==> config.mk <==
export PLATFORM = sky130hd
export DESIGN_NAME = des_block_assembler_flat
export DESIGN_NICKNAME = d
export VERILOG_FILES = /design/src/rtl/des_block_assembler_if.sv /design/src/rtl/des_block_assembler.sv /design/src/flat_wrapper.sv
export SDC_FILE = /design/constraint.sdc
export NUM_CORES = 1
export LEC_CHECK = 0
export CAP_MARGIN = 10
export CORE_UTILIZATION = 58
export DETAILED_ROUTE_END_ITERATION = 10
export PLACE_DENSITY = 0.91
export RECOVER_POWER = 50
export SYNTH_ARGS = -nofsm -noshare
export SYNTH_HDL_FRONTEND = slang
export SYNTH_SLANG_ARGS = --single-unit
==> constraint.sdc <==
create_clock -name clk -period 3.5 [get_ports clk]
set_clock_uncertainty 0.15 [all_clocks]
set_input_delay 0.35 -clock clk [delete_from_list [all_inputs] [get_ports clk]]
set_output_delay 0.35 -clock clk [all_outputs]
set_load 0.05 [all_outputs]
==> src/rtl/des_block_assembler_if.sv <==
// Byte-in / block-out handshake bundle
// for the DES block assembler.
interface des_block_assembler_if;
  logic [7:0]  in_data;
  logic        in_valid;
  logic        in_last;
  logic        in_ready;
  logic [1:64] out_block;
  logic        out_valid;
  logic        out_last;
  logic        out_ready;

  modport master (
    output in_data, in_valid, in_last, out_ready,
    input  in_ready, out_block, out_valid, out_last
  );

  modport slave (
    input  in_data, in_valid, in_last, out_ready,
    output in_ready, out_block, out_valid, out_last
  );
endinterface

==> src/rtl/des_block_assembler.sv <==
// Packs a byte stream into 64-bit DES blocks
// with optional PKCS#5 padding and a 2-deep buffer.
module des_block_assembler #(
  parameter bit PAD_EN = 1'b1
) (
  input logic clk,
  input logic rst,
  des_block_assembler_if.slave bus
);

  typedef enum logic {FILL, PADBLK} state_t;

  localparam logic [1:64] PAD_BLK = 64'h0808080808080808;

  state_t      state_q, state_d;
  logic [2:0]  cnt_q, cnt_d;
  logic [1:64] asm_q, asm_d;
  logic [1:64] blk0_q, blk1_q;
  logic        last0_q, last1_q;
  logic [1:0]  fcnt_q;

  logic        acc;
  logic        pop;
  logic        push;
  logic [1:64] push_blk;
  logic        push_last;
  logic [1:64] fill_blk;
  logic [7:0]  pad;

  assign bus.in_ready  = (state_q == FILL) && (fcnt_q != 2'd2);
  assign bus.out_valid = (fcnt_q != 2'd0);
  assign bus.out_block = blk0_q;
  assign bus.out_last  = last0_q;

  assign acc = bus.in_valid && bus.in_ready;
  assign pop = bus.out_valid && bus.out_ready;

  // Merge the incoming byte, padding the tail on a last byte
  always_comb begin
    fill_blk = asm_q;
    pad      = PAD_EN ? {5'd0, 3'd7 - cnt_q} : 8'h00;
    for (int k = 0; k < 8; k++) begin
      if (k == int'(cnt_q)) begin
        fill_blk[8*k+1 +: 8] = bus.in_data;
      end else if (k > int'(cnt_q) && bus.in_last) begin
        fill_blk[8*k+1 +: 8] = pad;
      end
    end
  end

  // Next state, byte counter and FIFO push request
  always_comb begin
    state_d   = state_q;
    cnt_d     = cnt_q;
    asm_d     = asm_q;
    push      = 1'b0;
    push_blk  = fill_blk;
    push_last = 1'b0;
    unique case (state_q)
      FILL: begin
        if (acc) begin
          if (bus.in_last) begin
            push  = 1'b1;
            cnt_d = 3'd0;
            if (cnt_q == 3'd7 && PAD_EN) begin
              state_d = PADBLK;
            end else begin
              push_last = 1'b1;
            end
          end else if (cnt_q == 3'd7) begin
            push  = 1'b1;
            cnt_d = 3'd0;
          end else begin
            asm_d = fill_blk;
            cnt_d = cnt_q + 3'd1;
          end
        end
      end
      PADBLK: begin
        if (fcnt_q != 2'd2) begin
          push      = 1'b1;
          push_blk  = PAD_BLK;
          push_last = 1'b1;
          state_d   = FILL;
        end
      end
      default: ;
    endcase
  end

  // Registered state, assembly and 2-entry shift FIFO
  always_ff @(posedge clk) begin
    if (rst) begin
      state_q <= FILL;
      cnt_q   <= 3'd0;
      asm_q   <= '0;
      blk0_q  <= '0;
      blk1_q  <= '0;
      last0_q <= 1'b0;
      last1_q <= 1'b0;
      fcnt_q  <= 2'd0;
    end else begin
      state_q <= state_d;
      cnt_q   <= cnt_d;
      asm_q   <= asm_d;
      unique case ({push, pop})
        2'b10: begin
          fcnt_q <= fcnt_q + 2'd1;
          if (fcnt_q == 2'd0) begin
            blk0_q  <= push_blk;
            last0_q <= push_last;
          end else begin
            blk1_q  <= push_blk;
            last1_q <= push_last;
          end
        end
        2'b01: begin
          fcnt_q  <= fcnt_q - 2'd1;
          blk0_q  <= blk1_q;
          last0_q <= last1_q;
        end
        2'b11: begin
          if (fcnt_q == 2'd1) begin
            blk0_q  <= push_blk;
            last0_q <= push_last;
          end else begin
            blk0_q  <= blk1_q;
            last0_q <= last1_q;
            blk1_q  <= push_blk;
            last1_q <= push_last;
          end
        end
        default: ;
      endcase
    end
  end

endmodule

==> src/flat_wrapper.sv <==
// flat-port wrapper written by rule: the top's interface ports become plain ports
module des_block_assembler_flat 
#(
  parameter bit PAD_EN = 1'b1
)
  (clk, rst, bus_in_data, bus_in_valid, bus_in_last, bus_out_ready, bus_in_ready, bus_out_block, bus_out_valid, bus_out_last);
  des_block_assembler_if bus_i ();
  input logic clk;
  input logic rst;
  input wire logic [$bits(bus_i.in_data)-1:0] bus_in_data;
  input wire logic [$bits(bus_i.in_valid)-1:0] bus_in_valid;
  input wire logic [$bits(bus_i.in_last)-1:0] bus_in_last;
  input wire logic [$bits(bus_i.out_ready)-1:0] bus_out_ready;
  output wire logic [$bits(bus_i.in_ready)-1:0] bus_in_ready;
  output wire logic [$bits(bus_i.out_block)-1:0] bus_out_block;
  output wire logic [$bits(bus_i.out_valid)-1:0] bus_out_valid;
  output wire logic [$bits(bus_i.out_last)-1:0] bus_out_last;
  assign bus_i.in_data = bus_in_data;
  assign bus_i.in_valid = bus_in_valid;
  assign bus_i.in_last = bus_in_last;
  assign bus_i.out_ready = bus_out_ready;
  assign bus_in_ready = bus_i.in_ready;
  assign bus_out_block = bus_i.out_block;
  assign bus_out_valid = bus_i.out_valid;
  assign bus_out_last = bus_i.out_last;
  des_block_assembler #(.PAD_EN(PAD_EN)) u_core (.clk(clk), .rst(rst), .bus(bus_i));
endmodule
==> metrics, run 1 <==
status=finished with violations; failing checks=DRC, capacitance limit, slew limit; Worst Path Required=3.71 ns; via count=8,220; ANT cells=0; Critical Path Fanout Max=26; ys flop type=dfxtp_1; cells after synthesis=1,047; Synth cell types=61; synthesis-to-finish area growth=16.2%; CP Cell Sequence=ha_1, ha_1, o21ai_1, a21oi_1, ha_1, and2_1, nor2_2, nor2_2, buf_4, a221oi_1, nor3_1; Num CTS Buffers=17; cts hold-fix bufs=0; delay of the slowest cell on the worst path=0.64 ns; Fin. Hold Viols=0; hpwl dp=14,200 um; biggest area consumer among synthesized cells=dfxtp_1; Worst Max-Slew Pin Slew=1.50 ns; setup TNS=0 ns; first-pass iteration count of the detailed router=9; core region area=14,700 um^2; Final Cell Area=between 10,000 and 15,000 um^2; Die ar.=around 16,000 um^2; IO Port Bufs=79; worst setup path category=reg -> reg; FF-to-FF path depth=11; clock latency on the worst-skew pair=0.44 ns; CP max stage cell=nor2_2; most common cell after layout, fill and taps aside=nor2_1; most used cell, CP=ha_1; Initial Util=60.0%; Synthesized Nets=1,072; largest net degree at the start of global routing=102; Post-synth EDFFs=0; Avg WL per Cell=~18 um; sequential area share after synthesis=45.4%; Vias per Instance=between 6 and 7; most frequent cells in the layout=nor2_1, dfxtp_1, nor3_1, nand2_1, dlygate4sd3_1; row cnt=44; post-CTS sizing=0; clk sink count=200; Synth top area share=between 40% and 50%; Die Ht=125 um; CTS Buffer Depth=2; clock slew at reported path FFs=0.07 ns; asr flop ratio synth=0%; GRT Total Usage=29.8%; initial DRC count=970; WHS Path Cells=2; min cycle time layout=3.32 ns; pwr/cell area=roughly 850 nW/um^2; clock root buffer=clkbuf_16; Post-Syn Area=8820 um^2; flop and latch count out of synthesis=200; Max-Cap Viols=1; synthesized area per cell=8.43 um^2; CTS tree=yes; critical path depth=11; Final ANT Viol Nets=0; fin crit share=between 90% and 100%; fmax=roughly 300 MHz; fill cell count=1,126; Post-DP Area=9670 um^2; routability cong.=about 0.86; worst endpoint data arrival time=3.54 ns; DRC=6; worst vdd ir=0.751 mV; Setup Viol. Count Final=0; Slew headroom=-0.0529%; Slew Viols, Final=36; Die Wd=125 um; synth top area cells=dfxtp_1, nor2_1, nor3_1, a221oi_1, a22oi_1; RSZ-0062 raised after global routing=false; grt ovf=0; crit start category=register; Leak Pwr=3.92 nW; initial antenna violation count=0; postcts setup bufs=0; Worst Hold Class=in -> reg; crit path capture type=register; top cell family by delay on the critical path=simple AND/OR/NAND/NOR gates; share of cells above drive strength 1=under 10%; number of global-route vias before repair=about 7,400; Post-Route WL=23,400 um; first-pass GRT wire length=37,700 um; Nets=~1,100; CTS H-Tree Depth=4; Ports=80; worst path bufs/invs=1; yosys warns=0
flip-flops by register name, summed over array words and instances, names as in the netlist:
signal	flops
u_core.asm_q	64
u_core.blk1_q	64
u_core.bus.out_block	64
u_core.cnt_q	3
u_core.fcnt_q	2
u_core.bus.out_last	1
u_core.last1_q	1
u_core.state_q	1
synthesized netlist by cell type (5+ instances only):
| master | instances |
|---|---|
| buf_2 | 51 |
| clkbuf_1 | 34 |
| a221oi_1 | 49 |
| a22o_1 | 12 |
| a2bb2oi_1 | 11 |
| dfxtp_1 | 200 |
| ha_1 | 12 |
| nor2_1 | 215 |
| o21ai_1 | 5 |
| and2_1 | 6 |
| nor3_1 | 93 |
| o22a_1 | 5 |
| mux2_2 | 6 |
| a21oi_1 | 59 |
| a211oi_2 | 9 |
| nor2b_1 | 16 |
| nand2_1 | 67 |
| nand2b_1 | 6 |
| a211oi_1 | 33 |
| nor3b_1 | 5 |
| inv_1 | 13 |
| a22oi_1 | 45 |
| o21ai_0 | 14 |
| and4b_1 | 5 |
| and3_1 | 8 |
per-layer routing:
metal / global-route usage (%) / wire length [um]
met3: 6.20 / 2010
met1: 38.3 / 9560
met5: 0 / 0
met4: 14.6 / 925
met2: 47.8 / 10900
kinds of logic after synthesis:
kind of cell    count (synthesis)  share of synthesized area, %
compound gates                274                          23.3
simple gates                  440                          22.6
buf+inv                       110                          5.74
fa+ha+maj                      12                          1.70
xor+xnor                        2                         0.199
flops                         200                          45.4
mux                             9                          1.11
metrics by stage:
step / cells / hold WS (ns) / power (mW) / util [%] / worst slack (ns)
final: 1275 / 0.257 / 8.76 / 69.8 / 0.177
after global routing: 1275 / 0.292 / 9.19 / 69.8 / 0.0266
after CTS: 1274 / 0.268 / 8.86 / 70.1 / 0.246
after detailed placement: 1242 / 0.297 / 6.76 / 65.8 / 0.0916
after global placement: 1242 / 0.287 / 6.68 / 65.8 / 0.254
after floorplan: 1047 / 0.278 / 5.66 / - / 0.920
worst paths after layout:
path,end,start,slack (ns)
worst max-delay path,u_core.bus.out_block[33],u_core.cnt_q[1],0.18
worst max register to register,u_core.bus.out_block[33],u_core.cnt_q[1],0.18
worst min register to register,u_core.asm_q[22],u_core.asm_q[22],0.31
worst min-delay path,u_core.blk1_q[19],rst,0.26
report_power, final:
part | leakage (nW) | internal (mW) | switching, mW | total (mW)
Clock | 0.300 | 1.22 | 0.886 | 2.11
Sequential | 1.63 | 2.73 | 0.236 | 2.97
Combinational | 1.99 | 1.12 | 2.56 | 3.68
cell type report:
| type | count | area (um^2) | share of cell area (%) |
|---|---|---|---|
| well taps | 184 | 230 | 2.24 |
| multi-input cells | 738 | 4340 | 42.3 |
| inverters | 16 | 60.1 | 0.586 |
| clock buffers | 18 | 439 | 4.28 |
| flip-flops and latches | 200 | 4000 | 39.0 |
| repair buffers | 105 | 986 | 9.61 |
| clock inverters | 14 | 195 | 1.90 |
No activity file was read; power rests on OpenSTA's default activity.
==> inputs of run 2 (changes only) <==
Settings changed: CORE_UTILIZATION 58 to 52, CTS_CLUSTER_DIAMETER from default to 30, PLACE_DENSITY 0.91 to 0.87, SLEW_MARGIN from default to 20.
Clock period 3.5 ns to 2.9 ns, I/O delays scaled along.
==> metrics, run 2 (same netlist as run 1, synthesis figures left out) <==
CP max stage cell=dfxtp_1; Initial Util=53.2%; RR Endpoint=u_core.blk1_q[5]; pwr/cell area=between 1000 and 1500 nW/um^2; number of global-route vias before repair=7,612; DRC=0; Slew headroom=about half; Die Wd=132 um; IO Port Bufs=79; first-pass iteration count of the detailed router=5; row cnt=between 40 and 50; crit path capture type=register; CP startpoint=u_core.cnt_q[0]; min cycle time layout=2.77 ns; fmax=about 360 MHz; cts hold-fix bufs=0; Core Util, Final=between 60% and 70%; Num CTS Buffers=17; Worst Setup EP=u_core.blk1_q[5]; CTS Buffer Depth=2; Worst Path Required=just over 3 ns; dpl ws=-0.0856 ns; R2R Path Start=u_core.cnt_q[0]; final worst setup slack=0.129 ns; WHS=roughly 0.19 ns; hpwl dp=about 14,000 um; most used cell, CP=ha_1; Worst Max-Slew Pin Slew=0.775 ns; Final Cell Area=10,500 um^2; Register Area=4000 um^2; CTS tree=yes; largest net degree at the start of global routing=around 100; worst setup path category=reg -> reg; share of cells above drive strength 1=9.33%; worst vdd ir=0.614 mV; Slew Viols, Final=0; Die ar.=17,500 um^2; status=completed; critical path depth=11; Post-Route WL=~23,000 um; top cell family by delay on the critical path=compound AO/OA/AOI/OAI gates; multi-input logic area=4330 um^2; Avg WL per Cell=17.7 um; Fin. Hold Viols=0; core region area=16,600 um^2; fill cell count=1,383; Die Ht=132 um; ANT cells=0; Final ANT Viol Nets=0; fin cells=~1,300; Max-Cap Viols=0; worst path bufs/invs=2; via count=about 8,100; crit start category=register; fin crit share=95.5%; initial DRC count=784; worst endpoint data arrival time=approximately 3.0 ns; GRT Total Usage=27.7%; most frequent cells in the layout=nor2_1, dfxtp_1, nor3_1, nand2_1, dlygate4sd3_1; cell total after placement=around 1,300; Critical Path Fanout Max=5; RSZ-0062 raised after global routing=false; Setup Viol. Count Final=0; grt ovf=0; routability cong.=0.832; first-pass GRT wire length=39,000 um; r2r setup slk=0.13 ns; clock root buffer=clkbuf_16; clk sink count=200; Vias per Instance=6.13; Worst Hold Class=in -> reg; Leak Pwr=4.01 nW; initial antenna violation count=0; synthesis-to-finish area growth=18.6%; delay of the slowest cell on the worst path=0.33 ns; CTS H-Tree Depth=4; clock latency on the worst-skew pair=0.45 ns; CP Cell Sequence=ha_1, ha_1, o21ai_1, a21oi_2, buf_4, ha_1, a22oi_1, o21a_1, buf_4, nor2_1, a211oi_1; clock slew at reported path FFs=0.07 ns; Post-DP Area=about 9900 um^2; Nets=1,116; most common cell after layout, fill and taps aside=nor2_1; Ports=80; FF-to-FF path depth=11
==> run 2: changes by cell type in the layout (fill, tap and decap cells not counted), moves of 2 or more <==
cell       delta
nor2_2        -2
bufinv_16     -3
clkbuf_2      -3
clkinv_2      -2
clkinv_4      +3
buf_12       +10
clkbuf_1      +3
buf_4         +6
==> run 2: what timing repair did <==
item / 4_1_cts / 5_1_grt
gates cloned: 0 / 0
buffers inserted: 0 / 0
endpoints found under the setup margin: 3 / 5
gates resized for setup: 2 / 1
==> run 2: how the worst min path moves through the flow <==
stage / startpoint / to / slack [ns] / depth (start not counted)
3_5_place_dp: u_core.asm_q[32] / u_core.asm_q[32] / 0.30 / 2
6_report: rst / u_core.blk1_q[16] / 0.19 / 2
4_1_cts: rst / u_core.blk1_q[11] / 0.20 / 2
5_1_grt: rst / u_core.blk1_q[11] / 0.22 / 2
3_3_place_gp: u_core.asm_q[31] / u_core.asm_q[31] / 0.29 / 2
2_1_floorplan: bus_in_valid / u_core.cnt_q[0] / 0.26 / 1
==> run 2: where the power goes <==
part           switching, mW  internal [mW]
registers              0.283           3.30
clock network           1.09           1.25
logic                   3.10           1.45
total                   4.48           5.99
==> run 2: stage by stage <==
stage | TNS, ns | power, mW
2_1_floorplan | 0 | 6.83
3_3_place_gp | -0.0780 | 8.23
3_5_place_dp | -1.51 | 8.31
4_1_cts | 0 | 10.6
5_1_grt | 0 | 11.0
6_report | 0 | 10.5
==> run 2: layout make-up <==
cell class	instances	share of cell area (%)
clock buffer	21	4.40
clock inverter	11	1.09
inverter	16	0.574
multi-input combinational	737	41.4
sequential	200	38.3
tap	220	2.63
timing repair buffer	119	11.6
==> run 2: per-layer routing <==
metal	wire length [um]	share of wire, %	track usage (%)	vias up
met1	10000	43	35.7	3883
li1	-	-	-	3839
met5	0	0	0	-
met4	661	2.8	12.6	0
met2	11000	47	44.0	335
met3	1780	7.6	6.65	56
==> inputs of run 3 (changes only) <==
Settings changed: CTS_CLUSTER_DIAMETER 30 to 40.
==> results of run 3 <==
No change in the layout: final DEF, timing and power equal those of run 2.
